===== src/rtl/lut_access_arbiter.sv =====
// Shares one LUT reader among N_REQ requesters with round-robin grant and linear interpolation.
// Latency: req to done = 4 + L cycles (L = lut_read to lut_valid), done/err registered.
// Backpressure: requesters hold req until their done bit; one transaction in flight at a time.
module lut_access_arbiter #(
    parameter int N_REQ   = 4,
    parameter int FRAC_W  = 4,
    parameter int TIMEOUT = 15
) (
    input  logic                  clk_i,
    input  logic                  reset_n_i,
    input  logic [N_REQ-1:0]      req_i,
    input  logic [16*N_REQ-1:0]   req_x_i,
    output logic [N_REQ-1:0]      done_o,
    output logic                  err_o,
    output logic [15:0]           result_o,
    output logic                  busy_o,
    output logic                  lut_read_o,
    output logic [15:0]           lut_x_o,
    input  logic                  lut_valid_i,
    input  logic [15:0]           lut_base_i,
    input  logic [15:0]           lut_next_i,
    input  logic [FRAC_W-1:0]     lut_frac_i
);

    localparam int IDX_W  = (N_REQ > 1) ? $clog2(N_REQ) : 1;
    localparam int CNT_W  = 4;
    localparam int PROD_W = 17 + FRAC_W + 1;

    typedef enum logic [2:0] {
        S_IDLE   = 3'd0,
        S_ISSUE  = 3'd1,
        S_WAIT   = 3'd2,
        S_INTERP = 3'd3,
        S_DONE   = 3'd4
    } state_t;

    state_t              state_q, state_d;
    logic [IDX_W-1:0]    gnt_q, gnt_d;
    logic [IDX_W-1:0]    rr_ptr_q, rr_ptr_d;
    logic [15:0]         lut_x_q, lut_x_d;
    logic [CNT_W-1:0]    cnt_q, cnt_d;
    logic [15:0]         base_q, base_d;
    logic [15:0]         next_q, next_d;
    logic [FRAC_W-1:0]   frac_q, frac_d;
    logic [15:0]         result_q, result_d;
    logic                abort_q, abort_d;
    logic [N_REQ-1:0]    done_q, done_d;
    logic                err_q, err_d;

    // Per-requester argument slices, unpacked for indexed selection.
    logic [15:0] slice_x [N_REQ];
    for (genvar g = 0; g < N_REQ; g++) begin : g_slice
        assign slice_x[g] = req_x_i[16*g +: 16];
    end

    // Round-robin search: first set req bit at or after rr_ptr, wrapping.
    logic             found;
    logic [IDX_W-1:0] pick;
    always_comb begin : p_arb
        int               idx;
        logic [IDX_W-1:0] cand;
        found = 1'b0;
        pick  = '0;
        idx   = 0;
        cand  = '0;
        for (int k = 0; k < N_REQ; k++) begin
            idx  = (int'(rr_ptr_q) + k) % N_REQ;
            cand = IDX_W'(idx);
            if (!found && req_i[cand]) begin
                found = 1'b1;
                pick  = cand;
            end
        end
    end

    // Interpolation on the captured pair; floor shift keeps the result between base and next.
    logic signed [16:0]       diff;
    logic signed [PROD_W-1:0] prod;
    logic signed [PROD_W-1:0] prod_sh;
    logic [15:0]              interp;
    always_comb begin
        diff    = $signed({next_q[15], next_q}) - $signed({base_q[15], base_q});
        prod    = PROD_W'(diff) * PROD_W'($signed({1'b0, frac_q}));
        prod_sh = prod >>> FRAC_W;
        interp  = base_q + prod_sh[15:0];
    end

    // Next-state and datapath updates for the transaction sequencer.
    always_comb begin
        state_d  = state_q;
        gnt_d    = gnt_q;
        rr_ptr_d = rr_ptr_q;
        lut_x_d  = lut_x_q;
        cnt_d    = cnt_q;
        base_d   = base_q;
        next_d   = next_q;
        frac_d   = frac_q;
        result_d = result_q;
        abort_d  = abort_q;
        done_d   = '0;
        err_d    = 1'b0;
        case (state_q)
            S_IDLE: begin
                if (found) begin
                    gnt_d   = pick;
                    lut_x_d = slice_x[pick];
                    state_d = S_ISSUE;
                end
            end
            S_ISSUE: begin
                cnt_d   = '0;
                abort_d = 1'b0;
                state_d = S_WAIT;
            end
            S_WAIT: begin
                if (lut_valid_i) begin
                    base_d  = lut_base_i;
                    next_d  = lut_next_i;
                    frac_d  = lut_frac_i;
                    state_d = S_INTERP;
                end else if (cnt_q == CNT_W'(TIMEOUT - 1)) begin
                    abort_d  = 1'b1;
                    result_d = '0;
                    state_d  = S_DONE;
                end else begin
                    cnt_d = cnt_q + 1'b1;
                end
            end
            S_INTERP: begin
                result_d = interp;
                state_d  = S_DONE;
            end
            S_DONE: begin
                done_d   = N_REQ'(1) << gnt_q;
                err_d    = abort_q;
                rr_ptr_d = (gnt_q == IDX_W'(N_REQ - 1)) ? '0 : gnt_q + 1'b1;
                state_d  = S_IDLE;
            end
            default: begin
                state_d = S_IDLE;
            end
        endcase
    end

    // State and datapath registers; reset aborts any transaction without a done.
    always_ff @(posedge clk_i or negedge reset_n_i) begin
        if (!reset_n_i) begin
            state_q  <= S_IDLE;
            gnt_q    <= '0;
            rr_ptr_q <= '0;
            lut_x_q  <= '0;
            cnt_q    <= '0;
            base_q   <= '0;
            next_q   <= '0;
            frac_q   <= '0;
            result_q <= '0;
            abort_q  <= 1'b0;
            done_q   <= '0;
            err_q    <= 1'b0;
        end else begin
            state_q  <= state_d;
            gnt_q    <= gnt_d;
            rr_ptr_q <= rr_ptr_d;
            lut_x_q  <= lut_x_d;
            cnt_q    <= cnt_d;
            base_q   <= base_d;
            next_q   <= next_d;
            frac_q   <= frac_d;
            result_q <= result_d;
            abort_q  <= abort_d;
            done_q   <= done_d;
            err_q    <= err_d;
        end
    end

    assign done_o     = done_q;
    assign err_o      = err_q;
    assign result_o   = result_q;
    assign busy_o     = (state_q != S_IDLE);
    assign lut_read_o = (state_q == S_ISSUE);
    assign lut_x_o    = lut_x_q;

endmodule


===== config.mk =====
export PLATFORM = sky130hd
export DESIGN_NAME = lut_access_arbiter
export DESIGN_NICKNAME = d
export VERILOG_FILES = /design/src/rtl/lut_access_arbiter.sv
export SDC_FILE = /design/constraint.sdc
export NUM_CORES = 1
export LEC_CHECK = 0
export ABC_AREA = 1
export CORE_ASPECT_RATIO = 0.75
export CORE_MARGIN = 2
export CORE_UTILIZATION = 38
export CTS_CLUSTER_DIAMETER = 100
export DETAILED_ROUTE_END_ITERATION = 8
export REMOVE_ABC_BUFFERS = 1
export SYNTH_ARGS = -nofsm -noshare
export SYNTH_HDL_FRONTEND = slang
export SYNTH_SLANG_ARGS = --single-unit

===== constraint.sdc =====
create_clock -name clk_i -period 8.5 [get_ports clk_i]
set_clock_uncertainty 0.05 [all_clocks]
set_input_delay 1.275 -clock clk_i [delete_from_list [all_inputs] [get_ports clk_i]]
set_output_delay 1.275 -clock clk_i [all_outputs]
set_load 0.005 [all_outputs]

# Word-level counts from Yosys, hierarchy flattened

Index checks and enable logic that the tools add are counted.

Reductions and logical operators: 16
Add/subtract/negate cells: 7
Equal/unequal tests: 11
Shifts and indexed selects: 1
Divide/modulo/power cells: 0
$mul: 1
Bitwise logic cells: 1
Magnitude comparators: 5
Mux-type cells: 35

Operators with widths:

| operator                                                    | count |
|---|---|
| 2-to-1 mux 16 bit                                           | 4 |
| binary-select mux 16 bit (select 2 bit)                     | 1 |
| case mux 16 bit (2 select lines)                            | 1 |
| multiplier 17 x 5 -> 20 bit                                 | 1 |
| subtractor 16 x 16 -> 17 bit                                | 1 |
| adder 16 bit                                                | 1 |
| less-than comparator 2 x 3 -> 1 bit (second input constant) | 4 |
| 2-to-1 mux 4 bit                                            | 3 |
| case mux 3 bit (4 select lines)                             | 1 |
| 2-to-1 mux 1 bit                                            | 11 |
| 2-to-1 mux 2 bit                                            | 5 |
| 2-to-1 mux 3 bit                                            | 3 |
| AND reduction 3 bit                                         | 3 |
| binary-select mux 1 bit (select 2 bit)                      | 4 |
| inequality test 2 bit (second input constant)               | 4 |
| case mux 4 bit (2 select lines)                             | 1 |
| equality test 3 x 2 -> 1 bit (second input constant)        | 2 |
| AND reduction 2 bit                                         | 3 |
| adder 2 x 1 -> 2 bit (second input constant)                | 2 |
| adder 2 bit (second input constant)                         | 2 |
| adder 4 x 1 -> 4 bit (second input constant)                | 1 |
| equality test 4 bit (second input constant)                 | 1 |
| nonzero test 2 bit                                          | 2 |
| << shifter 1 x 2 -> 4 bit (first input constant)            | 1 |
| 11 further kinds                                            | 15 |

RAM bits: 0
Logic and storage cells: 89
Input bits: 107
Memories: 0
Bits in read-only memories: 0
Latch bits: 0
Flip-flop bits (word level): 85
Output and inout port bits: 39

# Depth between registers and ports, before layout

Depth in word-level cells: 16
Mapped depth: 37
Gate-level depth less buffers: 37

# Worst setup path after synthesis

No wires, ideal clock.

Path type: reg2reg
Start: register base_q[0]
End: register result_q[13] (netlist: result_o[13])
Buffers on the path: 0
Setup slack: 2627 ps
Library setup time: 123 ps
Arrival time: 5700 ps
Data required time: 8327 ps
Period minus slack after synthesis: 5873 ps
Cell stages (with the launch flop): 36
Cell sequence: dfrtp_1 ha_1 fa_1 inv_1 nand2_1 nand2_1 and2_1 xor2_1 inv_1 nor2_1 ha_1 fa_1 inv_1 fa_1 inv_1 ha_1 nand2_1 nor3_1 inv_1 o21bai_2 nand2_1 o21ai_2 a21oi_1 xnor2_1 ha_1 nand2_1 nor3_1 nand3_1 nand3_1 a21oi_1 o21ai_0 nand3_1 nand2_1 a21oi_1 o21ai_0 nand2_1

Cells in the longest elaborated chain, start to end: 4

Ends and longest elaborated chain:

| item                               | RTL line | text |
|---|---|---|
| start: declaration                 | 42       | `logic [15:0] base_q, base_d;` |
| start signal: assignment           | 166      | `base_q <= base_d;` |
| subtractor 16 x 16 -> 17 bit       | 82       | `diff = $signed({next_q[15], next_q}) - $signed({base_q[15], base_q});` |
| multiplier 17 x 5 -> 20 bit        | 83       | `prod = PROD_W'(diff) * PROD_W'($signed({1'b0, frac_q}));` |
| adder 16 bit *                     | 85       | `interp = base_q + prod_sh[15:0];` |
| case mux 16 bit (2 select lines) * | 102      | `case (state_q)` |
| end signal: assignment             | 169      | `result_q <= result_d;` |
| end: declaration                   | 45       | `logic [15:0] result_q, result_d;` |

Every way passes the cells marked *; elsewhere a longest branch is shown, timed or not.
A chain may end at the register's enable or synchronous reset.

# Worst setup path after layout

Ends and elaborated chain as after synthesis.

==> results_dict.tcl <==
set metrics [dict create \
    status "finished clean" \
    diodes 0 \
    remaining_drc_errors 0 \
    cp-end-kind "register" \
    maxSlewHeadroom_pct 45.18 \
    post_cts.resized_instances 0 \
    placedCellCount 1445 \
    cts_setup_buffers 0 \
    detailedRoute.firstIterationViolations 533 \
    instances_no_fill 1461 \
    timing.final.crit_share_pct 78.52 \
    grt_overflow 0 \
    cts_tree "done" \
    synth.most_common_cell "sky130_fd_sc_hd__nand2_1" \
    routabilityCongestion 0.8574 \
    finalCriticalPeriod_ns 6.674 \
    signed_area_change_from_the_synthesized_netlist_to_the_final_layout_pct 25.61 \
    timing_hold_violations_final 0 \
    synth.cells.most_frequent "281 x sky130_fd_sc_hd__nand2_1, 175 x sky130_fd_sc_hd__inv_1, 98 x sky130_fd_sc_hd__nor2_1" \
    antenna_violating_nets_post_route 0 \
    grt_max_degree 59 \
    dp_hpwl_um 16570 \
    ys_top_cells_by_area "sky130_fd_sc_hd__dfrtp_1 28%, sky130_fd_sc_hd__nand2_1 14%, sky130_fd_sc_hd__ha_1 12%" \
    h_tree_levels 3 \
    num_rows 45 \
    critPathKind "register to register" \
    holdCritPathClass "register to register" \
    synth-async-reset-ratio_pct 100.0 \
    postLayoutCoreUtil_pct 48.16 \
    num_io_pins 146 \
    cp.required_ns 8.69 \
    cap_violations 0 \
    post_dr_wirelength_cell_um 14.15 \
    cts.clk_slew.worst_paths_ns 0.07 \
    port_buffers 145 \
    die_x_um 168.2 \
    worst_slew_pin_slew_ns 0.8120 \
    synth_flop_cell "sky130_fd_sc_hd__dfrtp_1" \
    drv_slew 0 \
    drt-vias-per-instance 4.784 \
    sequential_share_of_the_synthesized_area_pct 27.67 \
    synth.largest_area_cell "sky130_fd_sc_hd__dfrtp_1" \
    critical_path.most_common_cell "sky130_fd_sc_hd__nand2_1" \
    start_util_pct 38.35 \
    maxClockFrequency_ghz 0.1498 \
    startpoint_type "register" \
    routed-via-count 6989 \
    timing.critical_path.fanout_max 4 \
    clock_sink_count 85 \
    cts_inserted_buffers 9 \
    max_stage_delay_ns 0.54 \
    share_of_cells_above_drive_strength_1_pct 3.824 \
    grt_first_pass_wirelength_um 34760 \
    design.die.area_sq_mm 0.02139 \
    drt_pre_antenna_iters 5 \
    synth_enable_flop_cells 0 \
    syn-mean-instance-area_sq_um 7.237 \
    finalHoldWorstSlack_ns 0.4286 \
    grt_antenna_before_repair 0 \
    number_of_global_route_vias_before_repair 6751 \
    clk-insertion-delay-late_ns 0.36 \
    crit_arrival_ns 6.86 \
    groute.usage.overall_pct 20.17 \
    setup_violations 0 \
    maximum_clock_path_buffer_count 2 \
    die_height_um 127.2 \
    cts_hold_buffers 0 \
    rsz0062_at_grt "no" \
    final_nets 1410 \
    finalWirelength_um 20680 \
    yosys_warnings 0 \
    post_synth_instance_area_sq_mm 0.007686 \
    ys_types 44 \
    fin_setup_tns_ns 0 \
    critical_path.slowest_cell "sky130_fd_sc_hd__fa_1" \
    ys_seq_elements 85 \
    cts.root.buffer_cell "sky130_fd_sc_hd__clkbuf_16" \
    core-area_sq_mm 0.02004 \
    yosys.area.top_type_share_pct 27.67 \
    post_synth_inst_count 1062 \
]
==> flip-flops by register name (all words and copies together) (netlist names), 3 cells and up <==
register,count
base_q,16
cnt_q,4
done_o,4
frac_q,4
lut_x_o,16
next_q,16
result_o,16
state_q,3
==> per-layer routing <==
| metal | vias up | share of wire (%) | GRT usage, % |
|---|---|---|---|
| met1 | 3191 | 53 | 30.96 |
| met5 | - | 0 | 0 |
| met3 | 17 | 4.1 | 2.757 |
| met4 | 0 | 1.1 | 4.209 |
| met2 | 147 | 41 | 30.21 |
| li1 | 3634 | - | - |
==> kinds of logic (layout without fill, tap and decap cells) <==
kind of cell / Yosys count / after routing / share of synthesized area, %
multiplexers: 6 / 6 / 0.7814
flip-flops: 85 / 85 / 27.67
AO/OA/AOI/OAI: 178 / 178 / 13.07
XOR/XNOR: 34 / 34 / 3.874
buffers and inverters: 206 / 347 / 10.56
AND/OR/NAND/NOR: 448 / 448 / 23.72
adder cells (fa/ha/maj): 105 / 105 / 20.32
==> worst max-delay path, delay by kind of cell, from the launching register on <==
family	cells	cell delay (ns)
compound gates	7	1.06
xor+xnor	2	0.34
fa+ha+maj	7	2.65
buf+inv	5	0.34
flops	1	0.40
simple gates	14	1.70
==> final cells by class <==
cell class	instances	area, sq um
clock buffer	9	225.2
inverter	184	693.2
sequential	85	2127
clock inverter	7	67.56
fill	2005	10390
multi-input combinational	771	4755
timing repair buffer	147	1464
tap	258	322.8
==> per-stage QoR <==
| step | instance area [sq um] | setup slack (ns) |
|---|---|---|
| finish | 9654 | 1.826 |
| global route | 9654 | 1.086 |
| CTS | 9654 | 1.873 |
| detailed placement | 9361 | 1.928 |
| global placement | 9361 | 1.983 |
| floorplan | 7567 | 2.620 |
==> worst paths after layout <==
check / slack (ns) / cells after the start / from / end
setup / recovery: 1.83 / 35 / base_q[0] / result_o[13]
hold / removal: 0.43 / 2 / result_o[11] / result_o[11]
setup reg to reg: 1.83 / 35 / base_q[0] / result_o[13]
hold reg to reg: 0.43 / 2 / result_o[11] / result_o[11]
max in group asynchronous: 6.54 / 2 / reset_n_i / next_q[5]
min in group asynchronous: 0.78 / 1 / reset_n_i / lut_x_o[0]
==> placed cells by master, fill, tap and decap left out, types with 5 or more instances in the layout <==
master,count
sky130_fd_sc_hd__a21oi_1,68
sky130_fd_sc_hd__a22oi_1,7
sky130_fd_sc_hd__clkbuf_16,9
sky130_fd_sc_hd__clkdlybuf4s50_1,144
sky130_fd_sc_hd__dfrtp_1,85
sky130_fd_sc_hd__fa_1,33
sky130_fd_sc_hd__ha_1,72
sky130_fd_sc_hd__inv_1,175
sky130_fd_sc_hd__mux2i_1,6
sky130_fd_sc_hd__nand2_1,281
sky130_fd_sc_hd__nand3_1,32
sky130_fd_sc_hd__nor2_1,97
sky130_fd_sc_hd__nor3_1,12
sky130_fd_sc_hd__o211ai_1,9
sky130_fd_sc_hd__o21ai_0,59
sky130_fd_sc_hd__o21ai_1,13
sky130_fd_sc_hd__o31ai_1,5
sky130_fd_sc_hd__or2_2,11
sky130_fd_sc_hd__xnor2_1,9
sky130_fd_sc_hd__xor2_1,25
Power is left out: the tool's default activity adds up to more than one toggle a clock period on the data nets, which glitch-free logic cannot reach.
